--- src/rtl/key_evt_pkg.sv ---
// Shared definitions for the key event classifier: FSM state encoding and default timing.
package key_evt_pkg;

    localparam int unsigned STATE_W = 3;

    localparam logic [STATE_W-1:0] IDLE      = 3'd0;
    localparam logic [STATE_W-1:0] PRESS1    = 3'd1;
    localparam logic [STATE_W-1:0] WAIT2     = 3'd2;
    localparam logic [STATE_W-1:0] PRESS2    = 3'd3;
    localparam logic [STATE_W-1:0] LONG_HOLD = 3'd4;

    localparam int unsigned LONG_CYC_DEF   = 200000;
    localparam int unsigned DBL_CYC_DEF    = 100000;
    localparam int unsigned REPEAT_CYC_DEF = 50000;

    function automatic int unsigned max3(input int unsigned a, input int unsigned b,
                                         input int unsigned c);
        int unsigned m;
        m = (a > b) ? a : b;
        return (m > c) ? m : c;
    endfunction

endpackage

--- src/rtl/key_evt_timer.sv ---
// Clear/enable cycle counter with a terminal-count flag against a runtime limit.
module key_evt_timer #(
    parameter int unsigned CNT_W = 8
) (
    input  logic             clk,
    input  logic             rst,
    input  logic             clear,
    input  logic             enable,
    input  logic [CNT_W-1:0] limit,
    output logic             done
);

    logic [CNT_W-1:0] cnt;

    always_ff @(posedge clk or posedge rst) begin
        if (rst) begin
            cnt <= '0;
        end else if (clear) begin
            cnt <= '0;
        end else if (enable) begin
            cnt <= cnt + CNT_W'(1);
        end
    end

    assign done = enable && (cnt == limit);

endmodule

--- src/rtl/key_event_classifier.sv ---
// Classifies press/release pulses into short press, double click, long press and auto-repeat.
module key_event_classifier
    import key_evt_pkg::*;
#(
    parameter int unsigned LONG_CYC   = LONG_CYC_DEF,
    parameter int unsigned DBL_CYC    = DBL_CYC_DEF,
    parameter int unsigned REPEAT_CYC = REPEAT_CYC_DEF
) (
    input  logic clk,
    input  logic rst,
    input  logic in_press_pulse,
    input  logic in_release_pulse,
    output logic out_short_press,
    output logic out_double_click,
    output logic out_long_press,
    output logic out_repeat,
    output logic out_key_held
);

    localparam int unsigned CNT_W = $clog2(max3(LONG_CYC, DBL_CYC, REPEAT_CYC));

    // Terminal values are one less than the period, so they always fit in CNT_W bits.
    localparam logic [CNT_W-1:0] LONG_LIM = CNT_W'(LONG_CYC - 1);
    localparam logic [CNT_W-1:0] DBL_LIM  = CNT_W'(DBL_CYC - 1);
    localparam logic [CNT_W-1:0] RPT_LIM  = CNT_W'(REPEAT_CYC - 1);

    logic [STATE_W-1:0] state_q, state_d;
    logic               press_v, release_v;
    logic               restart;
    logic               timer_clear, timer_en, timer_done;
    logic [CNT_W-1:0]   timer_limit;
    logic               short_d, dbl_d, long_d, rpt_d, held_d;

    // Simultaneous press and release carry no usable ordering, so both are dropped.
    assign press_v   = in_press_pulse && !in_release_pulse;
    assign release_v = in_release_pulse && !in_press_pulse;

    // PRESS2 has no timeout, so the counter is frozen there as well as in IDLE.
    always_comb begin
        timer_limit = '0;
        timer_en    = 1'b0;
        case (state_q)
            PRESS1: begin
                timer_limit = LONG_LIM;
                timer_en    = 1'b1;
            end
            WAIT2: begin
                timer_limit = DBL_LIM;
                timer_en    = 1'b1;
            end
            LONG_HOLD: begin
                timer_limit = RPT_LIM;
                timer_en    = 1'b1;
            end
            default: begin
                timer_limit = '0;
                timer_en    = 1'b0;
            end
        endcase
    end

    always_comb begin
        state_d = state_q;
        restart = 1'b0;
        short_d = 1'b0;
        dbl_d   = 1'b0;
        long_d  = 1'b0;
        rpt_d   = 1'b0;
        case (state_q)
            IDLE: begin
                if (press_v) state_d = PRESS1;
            end
            PRESS1: begin
                if (release_v) begin
                    state_d = WAIT2;
                end else if (timer_done) begin
                    state_d = LONG_HOLD;
                    long_d  = 1'b1;
                end
            end
            WAIT2: begin
                if (press_v) begin
                    state_d = PRESS2;
                end else if (timer_done) begin
                    state_d = IDLE;
                    short_d = 1'b1;
                end
            end
            PRESS2: begin
                if (release_v) begin
                    state_d = IDLE;
                    dbl_d   = 1'b1;
                end
            end
            LONG_HOLD: begin
                if (release_v) begin
                    state_d = IDLE;
                end else if (timer_done) begin
                    rpt_d   = 1'b1;
                    restart = 1'b1;
                end
            end
            default: state_d = IDLE;
        endcase
    end

    assign timer_clear = (state_d != state_q) || restart;
    assign held_d      = (state_d == PRESS1) || (state_d == PRESS2) || (state_d == LONG_HOLD);

    key_evt_timer #(
        .CNT_W (CNT_W)
    ) u_timer (
        .clk    (clk),
        .rst    (rst),
        .clear  (timer_clear),
        .enable (timer_en),
        .limit  (timer_limit),
        .done   (timer_done)
    );

    always_ff @(posedge clk or posedge rst) begin
        if (rst) begin
            state_q          <= IDLE;
            out_short_press  <= 1'b0;
            out_double_click <= 1'b0;
            out_long_press   <= 1'b0;
            out_repeat       <= 1'b0;
            out_key_held     <= 1'b0;
        end else begin
            state_q          <= state_d;
            out_short_press  <= short_d;
            out_double_click <= dbl_d;
            out_long_press   <= long_d;
            out_repeat       <= rpt_d;
            out_key_held     <= held_d;
        end
    end

endmodule

--- config.mk ---
export PLATFORM = sky130hd
export DESIGN_NAME = key_event_classifier
export DESIGN_NICKNAME = d
export VERILOG_FILES = /design/src/rtl/key_evt_pkg.sv /design/src/rtl/key_evt_timer.sv /design/src/rtl/key_event_classifier.sv
export SDC_FILE = /design/constraint.sdc
export NUM_CORES = 1
export LEC_CHECK = 0
export CORE_ASPECT_RATIO = 0.5
export CORE_MARGIN = 2
export CORE_UTILIZATION = 50
export CTS_CLUSTER_SIZE = 40
export DETAILED_ROUTE_END_ITERATION = 6
export PLACE_DENSITY = 0.69
export SYNTH_ARGS = -nofsm -noshare
export SYNTH_HDL_FRONTEND = slang
export SYNTH_HIERARCHICAL = 1
export SYNTH_SLANG_ARGS = --single-unit
--- constraint.sdc ---
create_clock -name clk -period 13.3 [get_ports clk]
set_input_delay 2.66 -clock clk [delete_from_list [all_inputs] [get_ports clk]]
set_output_delay 2.66 -clock clk [all_outputs]
set_load 0.01 [all_outputs]
* Word-level counts from Yosys, hierarchy flattened
Index checks and enable logic that the tools add are counted.
Cells by class: multiplexer cells 19, equality and inequality tests 9, $add $sub $neg 1, reduce and logical (&&, ||, !) cells 12
Operators by type and width (number):
- 18-bit one-hot mux with 3 select lines | 1
- 18-bit two-way mux | 2
- 18-bit by 1-bit adder with 18-bit output, second input constant | 1
- 18-bit == test | 1
- 3-bit two-way mux | 6
- 3-bit one-hot mux with 4 select lines | 1
- 3-bit by 2-bit == test with 1-bit output, second input constant | 3
- 1-bit two-way mux | 9
- 3-bit by 1-bit == test with 1-bit output, second input constant | 2
- 3-bit == test, second input constant | 2
- 1-bit logical AND | 3
- 3-bit logical NOT | 1
- 1-bit logical OR | 3
- 3-bit inequality test | 1
- 3-bit OR reduction | 1
- 1-bit logical NOT | 2
- 2-bit nonzero test | 1
- 2-bit OR reduction | 1
Word-level totals: logic and storage cells 48, output and inout port bits 5, register bits 26

* Depth between registers and ports, before layout
depth after elaboration 10, gate-level depth with buffers 15, mapped depth without buffers 13

* Cells and area by module
The synthesis kept the hierarchy.
By module, submodules not included:
- key_evt_timer | area each 1093.5 µm², cells each 116, instances 1
- key_event_classifier | area each 481.7 µm², cells each 54, instances 1

* Worst setup path after synthesis
Ideal clock, no wire load.
kind input port to flip-flop, start point input port in_press_pulse, end point register u_timer.cnt[17], arrival 4.515 ns, required time 13.222 ns, stages 8, setup slack 8.707 ns, buffers on the path 1, setup time 0.078 ns, path through nor2b_1 > or3_1 > a221o_1 > o211ai_2 > or4_1 > buf_2 > or4_1 > a21oi_1
Between the ends: longest elaborated chain between the ends 7, elaborated cells between the ends (all ways) 14, classes of those cells eq/ne: 1; mux: 8; reduce/logical: 5
Ends and longest elaborated chain:
- start: declaration | RTL line key_event_classifier.sv:11 | input logic in_press_pulse,
- 1-bit logical NOT | RTL line key_event_classifier.sv:36 | assign release_v = in_release_pulse && !in_press_pulse;
- 1-bit logical AND | RTL line key_event_classifier.sv:36
- 3-bit two-way mux (on tied branches) | RTL line key_event_classifier.sv:90, key_event_classifier.sv:96, key_event_classifier.sv:74
- 3-bit one-hot mux with 4 select lines | RTL line key_event_classifier.sv:69 | case (state_q)
- 3-bit inequality test | RTL line key_event_classifier.sv:107 | assign timer_clear = (state_d != state_q) || restart;
- 1-bit logical OR (*) | RTL line key_event_classifier.sv:107
- via timer_clear | RTL line key_event_classifier.sv:30 | logic timer_clear, timer_en, timer_done;
- 18-bit two-way mux / 2-bit nonzero test (equally long branches)
- end signal: assignment | RTL line key_evt_timer.sv:21 | cnt <= cnt + CNT_W'(1);
- end: declaration | RTL line key_evt_timer.sv:13 | logic [CNT_W-1:0] cnt;
Mark *: on every way through the listed nets, which the timed path passes. The rest lies on a longest branch. A chain may end at the register's enable or synchronous reset.

* Worst setup path after layout
Same ends and word-level chain as after synthesis.

==> impl_metrics.ini <==
[timing]
relSlewSlack_pct = 48.8
setup-tns-final_ns = 0
fmax_mhz = 179
fin_crit_ns = 5.58
slew_viol_final = 0
setup_violations = 0
tightestPinTransition_ns = 0.767
post-route-period-util_pct = 42.0
fin_worst_skew_ns = 0.00402
rsz0062_at_grt = false
hold_viol = 0

[worst_setup_path]
critPathArrivalTime_ns = 5.78
cp.required_ns = 13.49
max_stage_delay_ns = 0.66
r2r-end = u_timer/cnt[17]
critPathKind = primary input to flop
cpMaxStageDelayCell = or4_1
reg2regPathDepth = 13
end_kind = flop
ff2ff_setup_slack_ns = 7.82
r2r-start = state_q[0]
cp_cell_sequence = clkdlybuf4s50_1 > nor2b_1 > or3_1 > a221o_1 > o211ai_2 > or4_1 > or4_1 > a21oi_1
start_kind = primary input
critPathMostFrequentCell = or4_1
crit_path_max_fanout = 21

[place]
place_inst = 210
gp_congestion = 0.788
hpwl_mm = 2.23
io_buffers = 8
placed_cell_area_mm2 = 0.00166

[cells_and_area]
final_core_util_pct = 56.7
mostFrequentLayoutCell = dfrtp_1
syn2layout_area_growth_pct = 7.86
instances_no_fill = 213
fillCellCount = 276
multiInputGateArea_um2 = 858
layout_common_cells = dfrtp_1, xnor2_1, nor2_1
drive_above_1_share_pct = 4.62
nNetsFinal = 180
seq_area_um2 = 651
finalInstanceArea_mm2 = 0.00170
antennaDiodeCount = 0

[global_route]
grt_use_total_pct = 18.5
antenna_found_initial = 0
overflow = 0
grt_max_degree = 23
grt_pass1_vias = 1164
grt_pass1_wl_mm = 5.30

[clock_tree]
numClockSinks = 26
cts_setup_buffers = 0
clockBufferDepth = 2
clock-root-buffer = clkbuf_8
cts_tree = done
cts-resized-gates = 0
cts_hold_buf = 0
cts_buffers = 3
clk_latency_ns = 0.27
cts.clk_slew.worst_paths_ns = 0.08
htree_levels = 1

[die]
ios = 9
initial_core_util_pct = 52.6
die-width_um = 83.4
coreArea_mm2 = 0.00300
rows = 14
die_y_um = 43.7
dieArea_mm2 = 0.00364

[logic_synthesis]
synth_edf_count = 0
yosys_register_bits = 26
synth_top_cells_by_area = dfrtp_1, xnor2_1, nor2_1
synth.avg_cell_area_um2 = 9.27
async_reset_ff_share_pct = 100
synth.distinct_cells = 41
synth_top_area_share_pct = 41.3
yosysTopAreaCell = dfrtp_1
yosys_warnings = 6
syn_area_mm2 = 0.00158
synth-seq-area-share_pct = 41.3
synth_ff_type = dfrtp_1
syn_inst = 170

[hold_path]
hold_start = u_timer/cnt[17]
hold_class = flop to flop
hold_path_depth = 2
worstHoldEndpoint = u_timer/cnt[17]

[power]
intPower_mw = 0.136
p_sw_mw = 0.0736
power_density_mw_per_mm2 = 123
combinationalPowerShare_pct = 32.5
clkPwrFrac_pct = 21.4
seq_power_share_pct = 46.1
leakage_nw = 0.669
peakVddDrop_v = 0.0000798
switching_share_pct = 35.2

[route]
routed_wl_mm = 3.08
num_vias = 1206
viasPerCell = 5.66
drc = 0
firstDrtPassIters = 4
drt_iter0_drc = 49
antenna_left = 0
wl_per_cell_um = 14.5

[run_status]
status = finished, final reports clean

[job]
max-cap-violations = 0
-- metrics by stage --
step	setup slack (ns)	power (mW)	hold WS, ns
finish	7.72	0.209	0.599
global route	7.35	0.225	0.637
CTS	7.74	0.211	0.595
detailed placement	7.44	0.166	0.581
global placement	7.52	0.165	0.569
floorplan	8.71	0.158	0.536
-- worst max-delay path, delay by kind of cell --
kind / cells / cell delay, ns
AND/OR/NAND/NOR: 4 / 1.60
AO/OA/AOI/OAI: 3 / 1.02
buffers and inverters: 1 / 0.48
-- area by class of cell --
type / count / area share [%]
timing repair buffer: 8 / 4.71
sequential: 26 / 38.3
inverter: 5 / 1.10
clock buffer: 3 / 2.43
tap: 40 / 2.95
multi-input combinational: 131 / 50.5
-- cells in the mapped netlist, types with 2 or more instances --
library cell  instances
nand2_1               6
a21oi_1               5
o22ai_1               3
o21ai_0               6
nand2b_1              5
buf_2                 5
nor2b_1               2
or4_1                 4
nand3_1               6
dfrtp_1              26
nor3_1                5
inv_1                 4
nor3b_1               2
xnor2_1              23
xor2_1                9
nor2_1               21
o31ai_1               2
nand4_1               9
or3_1                 3
nor4_1                3
-- state kept, by name, summed over array words and instances (netlist names) --
name,cells
out_double_click,1
out_key_held,1
out_long_press,1
out_repeat,1
out_short_press,1
state_q,3
u_timer/cnt,18
-- power by group through the flow --
stage | Clock, mW | Sequential [mW] | Combinational (mW)
3_5_place_dp | 0 | 0.0980 | 0.0684
6_report | 0.0447 | 0.0966 | 0.0681
2_1_floorplan | 0 | 0.0916 | 0.0662
3_3_place_gp | 0 | 0.0981 | 0.0664
4_1_cts | 0.0461 | 0.0965 | 0.0684
5_1_grt | 0.0496 | 0.0981 | 0.0768
-- per-layer routing --
metal / global-route usage, % / vias up / share of wire [%]
li1: - / 598 / -
met1: 25.8 / 584 / 49
met2: 29.5 / 20 / 47
met3: 4.57 / 4 / 3.2
met4: 5.25 / 0 / 0.75
met5: 0 / - / 0
-- worst max-delay path by stage --
stage	startpoint	to	slack, ns	cells after the start
after global placement	in_press_pulse	u_timer/cnt[17]	7.52	8
after detailed placement	in_press_pulse	u_timer/cnt[17]	7.44	8
after CTS	in_press_pulse	u_timer/cnt[17]	7.74	8
after global routing	state_q[0]	u_timer/cnt[17]	7.35	12
final	in_press_pulse	u_timer/cnt[17]	7.72	8
after floorplan	in_press_pulse	u_timer/cnt[17]	8.71	8
-- kinds of logic after synthesis --
family / share of synthesized area (%)
xor+xnor: 17.8
fa+ha+maj: 0.794
mux: 2.07
flops: 41.3
simple gates: 24.0
other cells: 0.238
compound gates: 9.37
buf+inv: 4.45
No activity file was read; power rests on OpenSTA's default activity.
